### config.mk
export PLATFORM = sky130hd
export DESIGN_NAME = load_align_flat
export DESIGN_NICKNAME = d
export VERILOG_FILES = /design/src/rtl/mem_pkg.sv /design/src/rtl/load_align_if.sv /design/src/rtl/load_lane_merge.sv /design/src/rtl/load_align.sv /design/src/flat_wrapper.sv
export SDC_FILE = /design/constraint.sdc
export NUM_CORES = 1
export LEC_CHECK = 0
export CAP_MARGIN = 10
export CORE_MARGIN = 3
export CORE_UTILIZATION = 48
export DETAILED_ROUTE_END_ITERATION = 7
export HOLD_SLACK_MARGIN = 0.12
export PLACE_DENSITY_LB_ADDON = 0.25
export SLEW_MARGIN = 20
export SYNTH_ARGS = -nofsm -noshare
export SYNTH_HDL_FRONTEND = slang
export SYNTH_SLANG_ARGS = --single-unit
### constraint.sdc
create_clock -name clk -period 2 [get_ports clk]
set_input_delay 0.4 -clock clk [delete_from_list [all_inputs] [get_ports clk]]
set_output_delay 0.4 -clock clk [all_outputs]
set_load 0.01 [all_outputs]
### src/rtl/mem_pkg.sv
// Shared memory-stage definitions: access sizes, opcode ranges, lane masks
// and the split-access rule that execute and memory stages must agree on.
package mem_pkg;

    typedef enum logic [1:0] {
        WORD   = 2'd0,
        DOUBLE = 2'd1,
        BYTE   = 2'd2
    } size_t;

    localparam int OP_WORD_LO   = 3;
    localparam int OP_DOUBLE_LO = 6;
    localparam int OP_BYTE_LO   = 9;
    localparam int OP_BYTE_HI   = 11;

    localparam logic [31:0] MASK_WORD   = 32'hFFFF_FFFF;
    localparam logic [31:0] MASK_DOUBLE = 32'h0000_FFFF;
    localparam logic [31:0] MASK_BYTE   = 32'h0000_00FF;

    typedef struct packed {
        logic       valid;
        size_t      size;
        logic [1:0] off;
        logic       second;
        logic [4:0] tgt;
    } stage_t;

    function automatic logic needs_split(size_t size, logic [1:0] off);
        case (size)
            WORD:    return off != 2'd0;
            DOUBLE:  return off == 2'd3;
            default: return 1'b0;
        endcase
    endfunction

    function automatic logic [31:0] size_mask(size_t size);
        case (size)
            WORD:    return MASK_WORD;
            DOUBLE:  return MASK_DOUBLE;
            default: return MASK_BYTE;
        endcase
    endfunction

    // Load opcodes 3-5 are word, 6-8 double, 9-11 byte.
    function automatic size_t size_of_opcode(logic [3:0] op);
        if (int'(op) >= OP_BYTE_LO && int'(op) <= OP_BYTE_HI)
            return BYTE;
        else if (int'(op) >= OP_DOUBLE_LO)
            return DOUBLE;
        else if (int'(op) >= OP_WORD_LO)
            return WORD;
        else
            return WORD;
    endfunction

endpackage

### src/rtl/load_align_if.sv
// Load request / RAM read / writeback result bundle between execute-side
// logic and the memory-stage load responder.
interface load_align_if;
    logic        req_valid;
    logic [1:0]  req_size;
    logic [1:0]  req_off;
    logic        req_second;
    logic [4:0]  req_tgt;
    logic [31:0] mem_rdata;
    logic        ld_valid;
    logic [31:0] ld_result;
    logic [4:0]  ld_tgt;
    logic        proto_err;

    modport master (
        output req_valid, req_size, req_off, req_second, req_tgt, mem_rdata,
        input  ld_valid, ld_result, ld_tgt, proto_err
    );

    modport slave (
        input  req_valid, req_size, req_off, req_second, req_tgt, mem_rdata,
        output ld_valid, ld_result, ld_tgt, proto_err
    );
endinterface

### src/rtl/load_lane_merge.sv
// Byte-lane extraction and split-half merge for one RAM read word.
// Purely combinational; shift amounts are 6 bits so a shift of 32 clears.
module load_lane_merge
    import mem_pkg::*;
(
    input  size_t       size,
    input  logic [1:0]  off,
    input  logic [31:0] partial,
    input  logic [31:0] rdata,
    input  logic        second,
    output logic [31:0] shifted,
    output logic [31:0] result
);
    logic [5:0]  sh_dn;
    logic [5:0]  sh_up;
    logic [31:0] merged;

    always_comb begin
        sh_dn   = {1'b0, off, 3'b000};
        sh_up   = 6'd32 - sh_dn;
        shifted = rdata >> sh_dn;
        merged  = second ? (partial | (rdata << sh_up)) : shifted;
        result  = merged & size_mask(size);
    end
endmodule

### src/rtl/load_align.sv
// Memory-stage load responder: registers the access, then aligns or merges
// the RAM read word(s) into a zero-extended result for writeback.
//
// state | meaning
// IDLE  | no split pending; next first-half access is handled fresh
// WAIT2 | first half captured in partial, waiting for the second half
module load_align
    import mem_pkg::*;
(
    input  logic         clk,
    input  logic         rst_n,
    input  logic         clk_en,
    input  logic         halt,
    input  logic         flush,
    load_align_if.slave  bus
);
    typedef enum logic {IDLE, WAIT2} state_t;

    logic        adv;
    stage_t      p_q, p_d;
    state_t      state_q, state_d;
    logic [31:0] partial_q, partial_d;
    size_t       sv_size_q, sv_size_d;
    logic [1:0]  sv_off_q, sv_off_d;
    logic [4:0]  sv_tgt_q, sv_tgt_d;

    logic        ld_valid_q, ld_valid_d;
    logic [31:0] ld_result_q, ld_result_d;
    logic [4:0]  ld_tgt_q, ld_tgt_d;
    logic        proto_q, proto_d;

    logic        m_second;
    size_t       m_size;
    logic [1:0]  m_off;
    logic [31:0] m_shifted;
    logic [31:0] m_result;

    assign adv = clk_en && !halt;

    // Size code 3 is illegal and is captured as no request.
    always_comb begin
        p_d.valid  = bus.req_valid && !flush && (bus.req_size != 2'd3);
        p_d.size   = size_t'(bus.req_size);
        p_d.off    = bus.req_off;
        p_d.second = bus.req_second;
        p_d.tgt    = bus.req_tgt;
    end

    assign m_second = (state_q == WAIT2) && p_q.second;
    assign m_size   = m_second ? sv_size_q : p_q.size;
    assign m_off    = m_second ? sv_off_q  : p_q.off;

    load_lane_merge u_merge (
        .size    (m_size),
        .off     (m_off),
        .partial (partial_q),
        .rdata   (bus.mem_rdata),
        .second  (m_second),
        .shifted (m_shifted),
        .result  (m_result)
    );

    always_comb begin
        state_d     = state_q;
        partial_d   = partial_q;
        sv_size_d   = sv_size_q;
        sv_off_d    = sv_off_q;
        sv_tgt_d    = sv_tgt_q;
        ld_valid_d  = 1'b0;
        ld_result_d = '0;
        ld_tgt_d    = '0;
        proto_d     = proto_q;

        if (p_q.valid) begin
            if (p_q.second) begin
                if (state_q == WAIT2) begin
                    ld_valid_d  = 1'b1;
                    ld_result_d = m_result;
                    ld_tgt_d    = sv_tgt_q;
                    state_d     = IDLE;
                    partial_d   = '0;
                end else begin
                    proto_d = 1'b1;
                end
            end else begin
                // An unfinished split is abandoned; the new access still runs.
                if (state_q == WAIT2) begin
                    proto_d   = 1'b1;
                    partial_d = '0;
                    state_d   = IDLE;
                end
                if (needs_split(p_q.size, p_q.off)) begin
                    partial_d = m_shifted;
                    sv_size_d = p_q.size;
                    sv_off_d  = p_q.off;
                    sv_tgt_d  = p_q.tgt;
                    state_d   = WAIT2;
                end else begin
                    ld_valid_d  = 1'b1;
                    ld_result_d = m_result;
                    ld_tgt_d    = p_q.tgt;
                end
            end
        end

        if (flush) begin
            state_d     = IDLE;
            partial_d   = '0;
            ld_valid_d  = 1'b0;
            ld_result_d = '0;
            ld_tgt_d    = '0;
            proto_d     = proto_q;
        end
    end

    always_ff @(posedge clk or negedge rst_n) begin
        if (!rst_n) begin
            p_q         <= '0;
            state_q     <= IDLE;
            partial_q   <= '0;
            sv_size_q   <= WORD;
            sv_off_q    <= '0;
            sv_tgt_q    <= '0;
            ld_valid_q  <= 1'b0;
            ld_result_q <= '0;
            ld_tgt_q    <= '0;
            proto_q     <= 1'b0;
        end else if (adv) begin
            p_q         <= p_d;
            state_q     <= state_d;
            partial_q   <= partial_d;
            sv_size_q   <= sv_size_d;
            sv_off_q    <= sv_off_d;
            sv_tgt_q    <= sv_tgt_d;
            ld_valid_q  <= ld_valid_d;
            ld_result_q <= ld_result_d;
            ld_tgt_q    <= ld_tgt_d;
            proto_q     <= proto_d;
        end
    end

    assign bus.ld_valid  = ld_valid_q;
    assign bus.ld_result = ld_result_q;
    assign bus.ld_tgt    = ld_tgt_q;
    assign bus.proto_err = proto_q;
endmodule

### src/flat_wrapper.sv
// flat-port wrapper written by rule: the top's interface ports become plain ports
module load_align_flat import mem_pkg::*;
  (clk, rst_n, clk_en, halt, flush, bus_req_valid, bus_req_size, bus_req_off, bus_req_second, bus_req_tgt, bus_mem_rdata, bus_ld_valid, bus_ld_result, bus_ld_tgt, bus_proto_err);
  load_align_if bus_i ();
  input  logic clk;
  input  logic rst_n;
  input  logic clk_en;
  input  logic halt;
  input  logic flush;
  input wire logic [$bits(bus_i.req_valid)-1:0] bus_req_valid;
  input wire logic [$bits(bus_i.req_size)-1:0] bus_req_size;
  input wire logic [$bits(bus_i.req_off)-1:0] bus_req_off;
  input wire logic [$bits(bus_i.req_second)-1:0] bus_req_second;
  input wire logic [$bits(bus_i.req_tgt)-1:0] bus_req_tgt;
  input wire logic [$bits(bus_i.mem_rdata)-1:0] bus_mem_rdata;
  output wire logic [$bits(bus_i.ld_valid)-1:0] bus_ld_valid;
  output wire logic [$bits(bus_i.ld_result)-1:0] bus_ld_result;
  output wire logic [$bits(bus_i.ld_tgt)-1:0] bus_ld_tgt;
  output wire logic [$bits(bus_i.proto_err)-1:0] bus_proto_err;
  assign bus_i.req_valid = bus_req_valid;
  assign bus_i.req_size = bus_req_size;
  assign bus_i.req_off = bus_req_off;
  assign bus_i.req_second = bus_req_second;
  assign bus_i.req_tgt = bus_req_tgt;
  assign bus_i.mem_rdata = bus_mem_rdata;
  assign bus_ld_valid = bus_i.ld_valid;
  assign bus_ld_result = bus_i.ld_result;
  assign bus_ld_tgt = bus_i.ld_tgt;
  assign bus_proto_err = bus_i.proto_err;
  load_align u_core (.clk(clk), .rst_n(rst_n), .clk_en(clk_en), .halt(halt), .flush(flush), .bus(bus_i));
endmodule
# After elaboration in Yosys (flattened, before gate mapping)
# Index checks and enable logic that the tools add are counted.
[op_classes] shift=2 n_bitwise=4 muxes=34 n_reduce_logical=14 eq_ne=5 n_addsub=1
[op_table] op="two-way mux 32 bit" count=11
[op_table] op="one-hot mux 32 bit (2 select lines)" count=1
[op_table] op="bitwise AND 32 bit" count=1
[op_table] op="bitwise OR 32 bit" count=1
[op_table] op="<< shifter 32 x 6 -> 32 bit" count=1
[op_table] op=">> shifter 32 x 5 -> 32 bit" count=1
[op_table] op="two-way mux 5 bit" count=5
[op_table] op="two-way mux 1 bit" count=14
[op_table] op="nonzero test 2 bit" count=3
[op_table] op="subtractor 6 x 5 -> 6 bit, first input constant" count=1
[op_table] op="AND reduction 5 bit" count=1
[op_table] op="equality test 2 x 1 -> 1 bit, second input constant" count=2
[op_table] op="logical AND 1 bit" count=4
[op_table] op="zero test 2 bit" count=2
[op_table] op="two-way mux 2 bit" count=2
[op_table] op="inequality test 2 bit, second input constant" count=2
[op_table] op="AND reduction 4 bit" count=1
[op_table] op="equality test 2 bit, second input constant" count=1
[op_table] op="zero test 1 bit" count=2
[op_table] op="inverter 1 bit" count=2
[op_table] op="one-hot mux 1 bit (2 select lines)" count=1
[op_table] op="AND reduction 2 bit" count=1
[word_totals] word_cells=74 inputBits=48 regBits=92 out_inout_bits=39

# Depth between registers and ports, before layout
# Gate-level depths: netlist (run 1).
[depth] word_depth=11 depth_mapped=8 ltp_nobuf=5

# Modules after synthesis
# From an unflattened synthesis (run 1), not the netlist that was laid out.
[unflattened] cells_unflattened=522 hier_area_um2=5700.5
[by_module_without_submodules] module="load_align" cells_per_inst=308 area_per_inst_um2=3839.9 seq_area_each_um2=2302.2 instances=1
[by_module_without_submodules] module="load_lane_merge" cells_per_inst=214 area_per_inst_um2=1860.5 seq_area_each_um2=0.0 instances=1

# Worst setup path before layout (run 1)
# Ideal clock, no wire load.
[synth_path] path_kind="register to register" start="register u_core.state_q" end="register u_core.ld_result_q[23], in the netlist u_core.bus.ld_result[23]" path_stages_with_launch=9 t_arrival_ns=1.772 period_less_slack_ns=1.903 setup_slack_ns=0.097 setup_ns=0.131 required_ns=1.869 path_buffers=3 path_cell_list="dfrtp_1 -> buf_6 -> and2_4 -> buf_6 -> mux2i_4 -> buf_6 -> mux2_4 -> a221oi_2 -> o21ai_1"
[synth_between] elab_chain_cells=11 word_cells_on_any_way=17 classes_between="1 x add/sub; 1 x eq/ne; 2 x shift; 9 x mux; 2 x bitwise; 2 x reduce/logical"
[synth_rtl] item="start: declaration" line_no="load_align.sv:21" text="state_t state_q, state_d;"
[synth_rtl] item="start signal: assignment" line_no="load_align.sv:130" text="state_q <= state_d;"
[synth_rtl] item="logical AND 1 bit" line_no="load_align.sv:49" text="assign m_second = (state_q == WAIT2) && p_q.second;"
[synth_rtl] item="two-way mux 2 bit" line_no="load_align.sv:51" text="assign m_off = m_second ? sv_off_q : p_q.off;"
[synth_rtl] item="subtractor 6 x 5 -> 6 bit" line_no="load_lane_merge.sv:20" text="sh_up = 6'd32 - sh_dn;"
[synth_rtl] item="<< shifter 32 x 6 -> 32 bit" line_no="load_lane_merge.sv:22" text="merged = second ? (partial | (rdata << sh_up)) : shifted;"
[synth_rtl] item="bitwise OR 32 bit" line_no="load_lane_merge.sv:22"
[synth_rtl] item="two-way mux 32 bit" line_no="load_lane_merge.sv:22"
[synth_rtl] item="bitwise AND 32 bit" line_no="load_lane_merge.sv:23" text="result = merged & size_mask(size);"
[synth_rtl] item="two-way mux 32 bit (on tied branches)" line_no="load_align.sv:92, load_align.sv:76"
[synth_rtl] item="two-way mux 32 bit *" line_no="load_align.sv:75" text="if (p_q.second) begin"
[synth_rtl] item="two-way mux 32 bit *" line_no="load_align.sv:74" text="if (p_q.valid) begin"
[synth_rtl] item="two-way mux 32 bit *" line_no="load_align.sv:106" text="if (flush) begin"
[synth_rtl] item="end signal: assignment" line_no="load_align.sv:136" text="ld_result_q <= ld_result_d;"
[synth_rtl] item="end: declaration" line_no="load_align.sv:28" text="logic [31:0] ld_result_q, ld_result_d;"
# Every way passes the cells marked *; elsewhere a longest branch is shown, timed or not.
# A chain may end at the register's enable or synchronous reset.

# Final worst setup path (run 1)
[layout_path] start="register u_core.p_q[5] (netlist name)" end="register u_core.ld_result_q[7], in the netlist u_core.bus.ld_result[7]"
[layout_between] elab_chain_cells=11 word_cells_on_any_way=13 classes_between="1 x add/sub; 2 x shift; 7 x mux; 2 x bitwise; 1 x reduce/logical"
[layout_rtl] item="start: declaration" line_no="load_align.sv:20" text="stage_t p_q, p_d;"
[layout_rtl] item="start signal: assignment" line_no="load_align.sv:129" text="p_q <= p_d;"
[layout_rtl] item="logical AND 1 bit" line_no="load_align.sv:49"
[layout_rtl] item="two-way mux 2 bit" line_no="load_align.sv:51"
[layout_rtl] item="subtractor 6 x 5 -> 6 bit" line_no="load_lane_merge.sv:20"
[layout_rtl] item="<< shifter 32 x 6 -> 32 bit" line_no="load_lane_merge.sv:22"
[layout_rtl] item="bitwise OR 32 bit" line_no="load_lane_merge.sv:22"
[layout_rtl] item="two-way mux 32 bit" line_no="load_lane_merge.sv:22"
[layout_rtl] item="bitwise AND 32 bit" line_no="load_lane_merge.sv:23"
[layout_rtl] item="two-way mux 32 bit (on tied branches)" line_no="load_align.sv:92, load_align.sv:76"
[layout_rtl] item="two-way mux 32 bit *" line_no="load_align.sv:75"
[layout_rtl] item="two-way mux 32 bit *" line_no="load_align.sv:74"
[layout_rtl] item="two-way mux 32 bit *" line_no="load_align.sv:106"
# Marked as above.

==> results of run 1 <==
## Yosys cell counts, drive strengths merged
cell type	count	area (µm²)
o31ai	6	50.05
inv	2	7.510
o2111ai	1	8.760
nand2	73	274.0
nor3	1	10.01
a32o	8	80.08
or2	1	6.260
o21ba	2	20.02
a22o	8	70.07
buf	23	142.6
o2bb2ai	16	140.1
nand2b	5	31.28
and2	10	65.06
dfrtp	92	2302
o211ai	8	60.06
o21a	6	45.04
nor3b	1	7.510
and3	2	12.51
clkbuf	11	42.54
mux2	24	285.3
nor2	12	45.04
a221oi	8	95.09
a22oi	13	97.59
o21bai	1	7.510
a21oi	19	117.6
mux2i	38	392.9
nand3	6	35.03
nor2b	4	25.02
o21ai	38	190.2
a21o	4	30.03
and4bb	1	12.51
a311oi	6	52.55
xor2	1	8.760
nand4b	2	17.52
nand3b	1	7.510
## cells by family (layout without fill, tap and decap cells)
| group | after synthesis | count (layout) | share of synthesized area |
|---|---|---|---|
| DFF | 92 | 92 | 0.4800 |
| buffers and inverters | 36 | 150 | 0.04018 |
| xor gates and xnor gates | 1 | 1 | 0.001827 |
| muxes | 62 | 62 | 0.1414 |
| AOI/OAI and AO/OA | 144 | 144 | 0.2220 |
| and+or+nand+nor | 119 | 119 | 0.1145 |
## repair_timing
action / CTS / global route
gates cloned: 0 / 1
resized for setup: 2 / 21
setup buffers: 0 / 1
endpoints found under the hold margin: 33 / 0
pin swaps: 0 / 2
endpoints found under the setup margin: 2 / 27
hold buffers: 1 / 0
## how the worst min path moves through the flow
stage,startpoint,end,slack [ns],depth (start not counted)
floorplan,rst_n,u_core.bus.ld_result[0],0.10,0
global placement,rst_n,u_core.p_q[1],0.40,1
detailed placement,rst_n,u_core.p_q[1],0.40,1
CTS,u_core.bus.ld_result[18],u_core.bus.ld_result[18],0.49,2
global route,u_core.bus.ld_tgt[2],u_core.bus.ld_tgt[2],0.51,2
finish,u_core.bus.proto_err,u_core.bus.proto_err,0.48,1
## worst register-to-register path: stages, from the launching register on
cell and delay [ns]:
dfrtp_1 0.36, and2_4 0.17, mux2i_4 0.28, buf_6 0.21, mux2_2 0.36, mux2i_1 0.20
buf_4 0.18, o21ai_1 0.07
## area by class of cell
class                           count  area, µm²
Tap cell                          129      161.4
Timing Repair Buffer              132       1323
Inverter                            2      7.507
Clock inverter                      7      100.1
Fill cell                         736       3025
Clock buffer                        9      123.9
Multi-Input combinational cell    326       2416
Sequential cell                    92       2302
## power by group through the flow
stage / logic [mW] / registers [mW] / clock network, mW
final: 1.14 / 2.04 / 1.41
after global routing: 1.23 / 2.05 / 1.49
after CTS: 1.05 / 2.03 / 1.42
after detailed placement: 1.03 / 2.07 / 0
after global placement: 1.01 / 2.06 / 0
after floorplan: 0.574 / 2.06 / 0
## flip-flops by register name, summed over array words and instances, names as in the netlist
name                  cells
u_core.state_q            1
u_core.p_q               11
u_core.bus.proto_err      1
u_core.sv_off_q           2
u_core.partial_q         32
u_core.sv_size_q          2
u_core.bus.ld_result     32
u_core.sv_tgt_q           5
u_core.bus.ld_tgt         5
u_core.bus.ld_valid       1
## routing by layer
layer  global-route usage  vias to the layer above  wire, µm
li1                     -                     1892         -
met1               0.3288                     2059      6009
met2               0.3930                      168      6727
met3              0.04311                       29       824
met4              0.08881                        0       281
met5                    0                        -         0
## layout by cell type, fill, tap and decap left out, drive strengths merged, types with 2 or more instances in the layout
master / instances
bufinv: 2
a21o: 4
dfrtp: 92
clkinv: 4
clkbuf: 10
buf: 45
a221oi: 8
and2: 10
nand2b: 5
o21ba: 2
nand4b: 2
mux2: 24
inv: 3
clkdlybuf4s50: 85
a22o: 8
nor2: 12
nand3: 6
mux2i: 38
o2bb2ai: 16
a21oi: 19
a22oi: 13
a311oi: 6
and3: 2
o31ai: 6
nand2: 73
nor2b: 4
a32o: 8
o211ai: 8
o21ai: 38
o21a: 6
==> impl_metrics.json, run 1 <==
{
  "timing.final.ws_setup_ns": 0.04439,
  "r2r_end": "u_core.bus.ld_result[7]",
  "netlist_instances": 454,
  "slowest_stage": "dfrtp_1",
  "maxClockFrequency_ghz": 0.5114,
  "wl_um": 13840,
  "place_hpwl_um": 9617,
  "first_pass_iters": 5,
  "finalNonFillerCells": 697,
  "clkPwrFrac": 0.306,
  "peakVddDrop_uv": 386.4,
  "finalNetCount": 611,
  "clk_pin_slew_ns": 0.09,
  "drc": 0,
  "die-area_um2": 11230,
  "worst_hold_slack_ns": 0.4814,
  "port_buffers": 86,
  "netlist_area_um2": 4796,
  "pwr_density_cell_nw_per_um2": 712.7,
  "post-place-ws_ns": -0.1582,
  "period_minus_slack_ns": 1.956,
  "arrival_ns": 2.19,
  "hold_viol_final": 0,
  "n_antenna_cell": 0,
  "synth_cell_types": 48,
  "cts_buffer_depth": 2,
  "ant_nets": 0,
  "relSlewSlack": 0.6606,
  "area_delta_synth_final_pct": 34.15,
  "startpoint": "u_core.p_q[5]",
  "design_area_um2": 6434,
  "crit_path_start_kind": "flip-flop",
  "swShare": 0.2951,
  "grt_pass1_vias": 4116,
  "finClkSkew_ns": 0.01191,
  "hp-class": "reg -> reg",
  "report.power.total_mw": 4.585,
  "rsz0062_at_grt": "yes",
  "vias": 4148,
  "cts_tree": "done",
  "cts_max_level": 3,
  "cp-end-kind": "flip-flop",
  "r2r_start": "u_core.p_q[5]",
  "worstMarginPinSlew_ns": 0.5091,
  "ys_seq_elements": 92,
  "finalMaxSlewViolations": 0,
  "final_util": 0.6802,
  "worstPathMaxFanout": 10,
  "reg2regPathDepth": 7,
  "outcome": "completed",
  "clk_latency_ns": 0.37,
  "grt-ovfl-total": 0,
  "synth_fp_nets": 502,
  "track_usage": 0.2427,
  "place.gp.congestion": 0.8771,
  "antenna_found_initial": 0,
  "via_per_inst": 5.951,
  "cts_sinks": 92,
  "crit_cells": 7,
  "grt_pass1_wl_um": 21530,
  "slowest_delay_ns": 0.36,
  "worstSetupPathType": "reg -> reg",
  "synth_warnings": 0,
  "detail_route.wl_per_cell_um": 19.86,
  "max_cap_violations": 0,
  "io_pins": 87,
  "ctsRootBufferMaster": "clkbuf_8",
  "drtIter0Drc": 212,
  "path_delay_family": "multiplexers",
  "post-route-period-util": 0.9778,
  "core_um2": 9459,
  "grt_max_degree": 48,
  "crit_chain": "and2_4, mux2i_4, buf_6, mux2_2, mux2i_1, buf_4, o21ai_1",
  "setup_viol": 0,
  "start_util": 0.5070,
  "place_area_um2": 6045,
  "rows": 35,
  "place_inst": 678,
  "fin_tns_setup_ns": 0,
  "path_buf_inv": 2,
  "combPwrFrac": 0.249,
  "final_layout_size_suffix_gt1_frac": 0.1989,
  "p_leak_nw": 2.834,
  "fp.dieW_um": 106.0,
  "crit_path_end": "u_core.bus.ld_result[7]",
  "seqPwrFrac": 0.444,
  "numCtsBuffers": 9,
  "cp.required_ns": 2.24,
  "avgSynthCellArea_um2": 10.56,
  "dieHeight_um": 106.0,
  "switching_power_mw": 1.353,
  "intPower_mw": 3.232,
  "reg2reg_slack_ns": 0.04,
  "ys_seq_area_frac": 0.4800
}
(Power assumes the default switching activity.)
==> run 2: changes to the inputs <==
- ABC_AREA: not set -> 1
==> run 2 against run 1 <==
Compared with the run above: highest routed layer unchanged; synthesized cell count is 59% higher; largest cell class unchanged; critical path type unchanged; sequential share of layout area is 0.88 points higher; global-route usage is 0.29 points higher; flip-flop and latch count stayed put; count of clock-buffer cells in the layout stayed put; combinational power hardly changed; worst hold slack worse by 0.021 ns; first-iteration DRC count is 48% higher; power is 0.66% lower.
==> impl_metrics.json, run 2 <==
{
  "intPower_mw": 3.015,
  "worstMarginPinSlew_ns": 0.5194,
  "area_delta_synth_final_pct": 26.33,
  "finalNetCount": 859,
  "place_inst": 932,
  "clk_latency_ns": 0.37,
  "arrival_ns": 2.07,
  "period_minus_slack_ns": 1.804,
  "cts_sinks": 92,
  "synth_edf_count": 0,
  "finClkSkew_ns": 0.01174,
  "netlist_instances": 721,
  "place_hpwl_um": 9892,
  "postCtsSetupBuffers": 0,
  "dieHeight_um": 107.8,
  "drtIter0Drc": 313,
  "synth.area.top_cells": "dfrtp_1 46%, nand2_1 25%, nand3_1 5.3%",
  "hold_viol_final": 0,
  "cts_buffer_depth": 2,
  "worst_hold_slack_ns": 0.4607,
  "relSlewSlack": 0.6537,
  "ys_seq_elements": 92,
  "path_delay_family": "simple AND/OR/NAND/NOR gates",
  "vias": 4833,
  "synth_top_family_by_area": "simple AND/OR/NAND/NOR gates",
  "grt-ovfl-total": 0,
  "synth_warnings": 0,
  "wl_um": 13560,
  "swShare": 0.3381,
  "synthMuxAreaShare": 0,
  "port_buffers": 86,
  "synth-simple-area-share": 0.3911,
  "async_reset_ff_frac": 1.000,
  "detail_route.wl_per_cell_um": 14.29,
  "synth_top_area_frac": 0.4631,
  "slowest_delay_ns": 0.46,
  "timing.final.ws_setup_ns": 0.1964,
  "place.gp.congestion": 0.8941,
  "cp-end-kind": "flip-flop",
  "layout_common_cells": "331 x nand2_1, 92 x dfrtp_1, 85 x clkdlybuf4s50_1",
  "finalMaxSlewViolations": 0,
  "setup_viol": 0,
  "worstPathMaxFanout": 35,
  "cts_max_level": 3,
  "grt_max_degree": 51,
  "numCtsBuffers": 9,
  "synth_cell_types": 25,
  "seqPwrFrac": 0.458,
  "clk_pin_slew_ns": 0.10,
  "synthTopCellsByCount": "332 x nand2_1, 92 x dfrtp_1, 67 x nor2_1",
  "combPwrFrac": 0.252,
  "crit_chain": "nand2_2, nand2_1, nand2_8, nand2_4, inv_1, nand2_1, nand2_1, nand2_1, nand2_1, nand2_1",
  "synth_largest_area_cell": "dfrtp_1",
  "rsz0062_at_grt": "no",
  "die-area_um2": 11610,
  "via_per_inst": 5.093,
  "synth-compound-area-share": 0.07073,
  "peakVddDrop_uv": 435.7,
  "track_usage": 0.2457,
  "start_util": 0.5016,
  "cts_tree": "done",
  "crit_path_start_kind": "flip-flop",
  "yosysMostFrequentCell": "nand2_1",
  "n_antenna_cell": 0,
  "final_common_cell": "nand2_1",
  "ys_seq_area_frac": 0.4631,
  "post-place-ws_ns": -0.05980,
  "grt_pass1_wl_um": 22440,
  "ctsRootBufferMaster": "clkbuf_8",
  "cpMostUsedCell": "nand2_1",
  "synth_fp_nets": 769,
  "pwr_density_cell_nw_per_um2": 725.4,
  "synth_ff_type": "dfrtp_1",
  "final_util": 0.6337,
  "netlist_area_um2": 4971,
  "slowest_stage": "dfrtp_1",
  "outcome": "completed",
  "synthXorXnorAreaFrac": 0,
  "fp.dieW_um": 107.8,
  "first_pass_iters": 5,
  "io_pins": 87,
  "grt_pass1_vias": 4575,
  "rows": 36,
  "maxClockFrequency_ghz": 0.5544,
  "finalNonFillerCells": 949,
  "clkPwrFrac": 0.290,
  "p_leak_nw": 3.441,
  "nFillCells": 923,
  "final_layout_size_suffix_gt1_frac": 0.06618,
  "avgSynthCellArea_um2": 6.895,
  "hp-class": "in -> async",
  "worstSetupPathType": "reg -> reg",
  "antenna_found_initial": 0,
  "core_um2": 9910,
  "switching_power_mw": 1.540,
  "path_buf_inv": 1,
  "synthAdderAreaFrac": 0,
  "max_cap_violations": 0,
  "post-route-period-util": 0.9018,
  "cp.required_ns": 2.27,
  "drc": 0,
  "ant_nets": 0
}
run 2: cell count changes in the layout (fill, tap and decap cells not counted), sizes merged, moves of 17 or more:
cell,previous run,this run
inv,3,68
nand3,6,55
o21ai,38,55
nor2,12,74
nand2,73,338
buf,45,18
mux2,24,0
mux2i,38,0
run 2: path summary, 6_finish.rpt:
| path | startpoint | endpoint | slack (ns) | cells past startpoint |
|---|---|---|---|---|
| min in group clk | u_core.partial_q[11] | u_core.partial_q[11] | 0.48 | 2 |
| min | rst_n | u_core.partial_q[11] | 0.46 | 2 |
| max | u_core.p_q[5] | u_core.bus.ld_result[28] | 0.20 | 10 |
| max reg2reg | u_core.p_q[5] | u_core.bus.ld_result[28] | 0.20 | 10 |
| min reg2reg | u_core.partial_q[11] | u_core.partial_q[11] | 0.48 | 2 |
| max in group asynchronous | rst_n | u_core.p_q[2] | 0.89 | 3 |
run 2: per-stage QoR:
step	total power [mW]	cell area (µm²)	TNS (ns)
after floorplan	2.807	4971	0
after global placement	3.224	6047	0
after detailed placement	3.244	6047	-0.4841
after CTS	4.557	6262	0
after global routing	4.819	6280	0
final	4.555	6280	0
run 2: cells by family (layout without fill, tap and decap cells):
group	Yosys count	count (layout)
AOI/OAI and AO/OA	69	69
buffers and inverters	90	185
DFF	92	92
and+or+nand+nor	470	470
run 2: cell type report:
cell class | instances | area [µm²] | area share
multi-input cells | 539 | 2316 | 0.3688
flip-flops and latches | 92 | 2302 | 0.3666
inverters | 65 | 244.0 | 0.03885
clock buffers | 9 | 123.9 | 0.01973
clock inverters | 7 | 81.33 | 0.01295
well taps | 133 | 166.4 | 0.02650
repair buffers | 104 | 1046 | 0.1666
run 2: repair_timing:
action | 4_1_cts | 5_1_grt
resized for setup | 0 | 2
endpoints found under the setup margin | 0 | 6
hold buffers | 1 | 0
hold endpoints to repair | 20 | 0
run 2: power by group through the flow:
stage | Combinational, mW | Sequential, mW | Clock (mW)
2_1_floorplan | 0.693 | 2.11 | 0
6_report | 1.15 | 2.09 | 1.32
3_3_place_gp | 1.11 | 2.12 | 0
5_1_grt | 1.29 | 2.10 | 1.43
4_1_cts | 1.13 | 2.08 | 1.34
3_5_place_dp | 1.12 | 2.12 | 0
run 2: routing by layer:
layer / up-vias / routed length [µm] / GRT usage
li1: 2404 / - / -
met1: 2246 / 5861 / 0.3241
met2: 152 / 6558 / 0.4028
met3: 31 / 756 / 0.03479
met4: 0 / 383 / 0.1073
met5: - / 0 / 0
run 2: worst register-to-register path: stages, from the launching register on:
cell and delay [ns]:
dfrtp_1 0.46, nand2_2 0.15, nand2_1 0.16, nand2_8 0.24
nand2_4 0.16, inv_1 0.18, nand2_1 0.07, nand2_1 0.13
nand2_1 0.06, nand2_1 0.07, nand2_1 0.05
==> variant 1, RTL diff (flow settings as in run 1) <==
Add an input register stage for `halt` and `flush`, cleared by the reset; this delays them by one clock. The other inputs are not delayed to match.
--- a/src/rtl/load_align.sv
+++ b/src/rtl/load_align.sv
@@ -16,4 +16,17 @@
 );
     typedef enum logic {IDLE, WAIT2} state_t;
+
+    logic halt_q;
+    logic flush_q;
+
+    always_ff @(posedge clk or negedge rst_n) begin
+        if (!rst_n) begin
+            halt_q  <= '0;
+            flush_q <= '0;
+        end else begin
+            halt_q  <= halt;
+            flush_q <= flush;
+        end
+    end
 
     logic        adv;
@@ -36,9 +49,9 @@
     logic [31:0] m_result;
 
-    assign adv = clk_en && !halt;
+    assign adv = clk_en && !halt_q;
 
     // Size code 3 is illegal and is captured as no request.
     always_comb begin
-        p_d.valid  = bus.req_valid && !flush && (bus.req_size != 2'd3);
+        p_d.valid  = bus.req_valid && !flush_q && (bus.req_size != 2'd3);
         p_d.size   = size_t'(bus.req_size);
         p_d.off    = bus.req_off;
@@ -104,5 +117,5 @@
         end
 
-        if (flush) begin
+        if (flush_q) begin
             state_d     = IDLE;
             partial_d   = '0;
Check against the original RTL: not equivalent (a bounded check fails within 4 cycles, from zero or initial values and one cycle with rst_n low).
==> variant 1 against run 1 <==
  * Setup slack got worse by 0.029 ns
  * Final area fell by 0.62%
  * Synthesized area rose by 1.0%
  * Utilization fell by 2.6 points
  * Clock power fell by 6%
  * Power fell by 1.2%
  * Clock skew fell by 0.0058 ns
  * Wire length fell by 1.2%
  * Sequential cell count rose by 2
==> variant 1: results (changes against run 1) <==
Outcome
  – Status: completed

Routing
  – Met1 wire length: 6120 um (+1.9%)
  – WL/cell: 19.5 um (-1.7%)
  – DR vias: 4109 (-0.94%)
  – DR WL met3: 823 um (-0.12%)
  – Starting DRC count in detailed routing: 284 (+34%)
  – Met2 wire length: 6330 um (-5.9%)

Clocking
  – Clock root cell: clkbuf_8
  – Clock buffer count from CTS: 9 (unchanged)
  – CTS max path bufs: 2 (unchanged)
  – CTS clk-pin slew, worst paths: 0.09 ns (about the same)

Final layout
  – Number of diodes: 0 (unchanged)
  – Share of layout cells above drive strength 1: 0.190 (-0.00847)
  – Final std cells w/o fill: 700 (+0.43%)

Critical path
  – CP max FO: 15 (+5)
  – Arrival @ worst endpoint: 2.23 ns (+0.04 ns)
  – CP max stage delay: 0.37 ns
  – Slowest CP cell: dfrtp_1

Placed design
  – Placed standard-cell area: 6080 um^2 (+0.66%)
  – GPL Wtd Cong: 0.869 (-0.89%)
  – Placed cells: 682 (+0.59%)
  – Final HPWL DP: 9570 um (-0.47%)

GRT
  – Vias in the first global route: 4178 (+1.5%)
  – Largest net degree at the start of global routing: 48 (unchanged)
  – First-pass GRT wire length: 22100 um (+2.6%)
  – Global Route Usage Sum: 0.251 (+0.00833)

Yosys
  – Synth Area per Inst: 10.6 um^2 (+0.60%)
  – Sequential area share after synthesis: 0.485 (+0.00537)
  – Synth area leaders: dfrtp_1, mux2i_1, nand2_1, mux2_2, o21ai_0
  – Synth cell count leaders: dfrtp_1, nand2_1, mux2i_1, o21ai_0, mux2_2
  – Mapped Nets: 504 (+0.40%)
  – Synth warn: 0 (unchanged)

Power
  – Peak supply drop: 0.324 mV (-16%)
  – Switching share of total power: 0.288 (-0.00713)
  – Static Leakage: 0.00283 uW (-0.16%)

Timing
  – Clock Skews: 0.00611 ns (-0.00580 ns)
  – Slew margin rel.: 0.723 (+0.0623)
  – Fin. max-slew vios: 0 (unchanged)

Hold path
  – Worst Hold Class: primary input to async pin
[variant 1: cell families after synthesis]
| kind of cell | share of synthesized area |
|---|---|
| XOR/XNOR | 0.00181 |
| AND/OR/NAND/NOR | 0.113 |
| flip-flops | 0.485 |
| buffers and inverters | 0.0398 |
| multiplexers | 0.140 |
| AO/OA/AOI/OAI | 0.220 |
[variant 1: per-layer routing]
layer | global-route usage | vias to the layer above
met5 | 0 | -
met4 | 0.111 | 0
met3 | 0.0310 | 32
met2 | 0.399 | 164
met1 | 0.347 | 2032
li1 | - | 1881
[variant 1: power groups by stage]
stage	registers, uW	clock network, uW	logic (uW)
floorplan	2110	0	580
detailed placement	2120	0	1030
CTS	2080	1360	1070
global route	2100	1440	1190
global placement	2110	0	1020
finish	2080	1330	1110
[variant 1: area by class of cell]
| cell class | count | area (um^2) |
|---|---|---|
| inverters | 2 | 7.51 |
| clock buffers | 12 | 165 |
| well taps | 133 | 166 |
| fillers | 813 | 3380 |
| flip-flops and latches | 94 | 2350 |
| repair buffers | 130 | 1300 |
| clock inverters | 3 | 42.5 |
| multi-input cells | 326 | 2360 |
[variant 1: stage by stage]
stage | TNS, ns | power (uW) | setup slack, ns
2_1_floorplan | 0 | 2690 | 0.0974
3_3_place_gp | -0.201 | 3130 | -0.0398
3_5_place_dp | -0.568 | 3150 | -0.0725
4_1_cts | 0 | 4510 | 0.00699
5_1_grt | -0.0739 | 4730 | -0.0386
6_report | 0 | 4530 | 0.0150
[variant 1: repair_timing]
action | CTS | global route
pin swaps | 0 | 0
hold buffers | 1 | 0
hold endpoints to repair | 18 | 0
setup endpoints to repair | 2 | 17
gates resized for setup | 1 | 10
gates cloned | 1 | 0
setup buffers | 0 | 1
[variant 1: worst paths after layout]
check	start	endpoint	slack, ns	cells after the start
min in group clk	flush	u_core.flush_q	0.46	1
worst max register to register	u_core.state_q	u_core.bus.ld_result[4]	0.02	6
worst max-delay path	u_core.state_q	u_core.bus.ld_result[4]	0.02	6
worst min-delay path	rst_n	u_core.partial_q[15]	0.46	2
max in group asynchronous	rst_n	u_core.partial_q[1]	1.01	3
worst min register to register	u_core.bus.ld_result[19]	u_core.bus.ld_result[19]	0.48	2
==> variant 2, RTL diff (settings of run 1) <==
Without the edit above. Make the reset (`rst_n`) synchronous in one clocked block.
--- a/src/rtl/load_align.sv
+++ b/src/rtl/load_align.sv
@@ -114,5 +114,5 @@
     end
 
-    always_ff @(posedge clk or negedge rst_n) begin
+    always_ff @(posedge clk) begin
         if (!rst_n) begin
             p_q         <= '0;
Behaviour: differs if rst_n is asserted again (counterexample within 4 cycles, from zero or initial values and one cycle with rst_n low); with rst_n held inactive, the same outputs for 4 cycles.
==> variant 2 against run 1 <==
  * Clock skew increased by 0.0058 ns
  * Sequential cell count unchanged
  * Wire length decreased by 5.3%
  * Synthesized area decreased by 8.3%
  * Critical path depth unchanged
  * Final area decreased by 9.7%
  * Setup slack improved by 0.046 ns
  * Count of clock-buffer cells in the layout unchanged
  * Critical path type unchanged
Power is not compared: it rests on default switching activity, and its combinational part moved more than twofold at a synthesized area within 25%.
==> variant 2: results (changes against run 1) <==
Placed design
  – IO Port Bufs: 86 (unchanged)
  – GPL Wtd Cong: 0.925 (+5.4%)
  – Final HPWL DP: 9590 um (-0.28%)
  – Placed standard-cell area: 5610 um^2 (-7.2%)

Yosys
  – Mapped Nets: 529 (+5.4%)
  – Synth area leaders: dfxtp_1, nand2_1, a21oi_1, mux2i_1, and2_1
  – Post-synthesis async set-or-reset flop share: 0 (-1.00)
  – Synth cell count leaders: dfxtp_1, nand2_1, a21oi_1, clkbuf_1, and2_1
  – Sequential area share after synthesis: 0.419 (-0.0610)
  – Yosys cell types: 58 (+21%)
  – Synth warn: 0 (unchanged)

Critical path
  – Arrival @ worst endpoint: 2.15 ns (-0.04 ns)
  – Crit. End Element: flop
  – R2R setup slack: 0.09 ns (+0.05 ns)
  – CP max FO: 17 (+7)
  – Critical path startpoint: u_core.state_q
  – Worst-case reg-to-reg path depth: 7 (unchanged)
  – R2R Path End: u_core.partial_q[7]

Final layout
  – FILL cells: 711 (-3.4%)
  – Nets@finish: 634 (+3.8%)
  – Number of diodes: 0 (unchanged)
  – Share of layout cells above drive strength 1: 0.156 (-0.0433)

Routing
  – Drt total wl: 13100 um (-5.3%)
  – Starting DRC count in detailed routing: 329 (+55%)
  – DRT Pass-1 Iters: 5 (unchanged)
  – Avg Vias per Cell: 6.14 (+3.1%)

Hold path
  – WHS Endpoint: u_core.partial_q[12]
  – Hold depth: 2 (+1)
  – Worst Hold Launch: u_core.partial_q[12]
  – Worst Hold Class: flop to flop

Clocking
  – # Post-CTS Setup Buffers: 0 (unchanged)
  – Clock buffer count from CTS: 9 (unchanged)
  – CTS max path bufs: 2 (unchanged)
  – Clock root cell: clkbuf_8
  – Htree depth: 3 (unchanged)
  – # resized after CTS: 0 (-2)
  – CTS clk-pin slew, worst paths: 0.10 ns
  – Worst skew pair latency: 0.36 ns

GRT
  – Global Route Usage Sum: 0.255 (+0.0123)
  – Vias in the first global route: 4157 (+1.0%)
  – Grt ovf: 0 (unchanged)
  – First-pass GRT wire length: 20700 um (-4.1%)
  – Largest net degree at the start of global routing: 33 (-31%)
  – Initial antenna violation count: 0 (unchanged)

Timing
  – Worst-margin pin slew: 0.465 ns (-0.0444 ns)
  – Hold_ws: 0.458 ns (-0.0234 ns)
  – Clock Skews: 0.0177 ns (+0.00577 ns)

Power
  – Switching pwr: 977 uW
  – Clk. pwr: 1220 uW
  – P_comb: 472 uW
  – Static Leakage: 0.00221 uW
  – Peak supply drop: 0.427 mV

Outcome
  – Status: completed
variant 2: cell types whose count changed after synthesis, sizes merged, moves of 8 or more:
cell,delta
dfrtp,-92
dfxtp,+92
a21oi,+24
mux2i,-21
o2bb2ai,-15
nor2b,+13
a21boi,+12
clkbuf,+12
and2,+11
o21ai,-10
mux2,-9
nand3,+9
a221oi,-8
o221ai,+8
variant 2: layout make-up:
cell class              count  area [um^2]  area share
well taps                 108          135      0.0233
multi-input cells         347         2350       0.405
clock buffers               9          124      0.0213
repair buffers            133         1280       0.220
inverters                   3         11.3     0.00194
clock inverters             7         68.8      0.0118
flip-flops and latches     92         1840       0.317
variant 2: per-stage QoR:
step | util | setup slack [ns] | setup TNS, ns | total power [uW] | cells
after floorplan | - | 0.0819 | 0 | 2110 | 481
after global placement | 0.637 | -0.180 | -6.25 | 2350 | 683
after detailed placement | 0.637 | -0.258 | -9.83 | 2360 | 683
after CTS | 0.659 | 0.0408 | 0 | 3560 | 699
after global routing | 0.660 | 0.00998 | 0 | 3680 | 699
final | 0.660 | 0.0908 | 0 | 3550 | 699
variant 2: layer usage:
layer  GRT usage  share of wire
met1       0.349           0.43
met2       0.401           0.47
met3      0.0399          0.083
met4       0.105          0.025
met5           0              0
variant 2: worst max-delay path, stage by stage, from the launching register on:
cell	delay [ns]
dfxtp_2	0.36
and3_4	0.19
a21oi_4	0.13
buf_12	0.18
buf_4	0.23
mux2i_2	0.36
a22o_1	0.26
o22ai_1	0.08
variant 2: logic make-up after synthesis:
kind of cell	synth area share
and+or+nand+nor	0.174
DFF	0.419
buffers and inverters	0.0475
muxes	0.0831
xor gates and xnor gates	0.00199
AOI/OAI and AO/OA	0.274
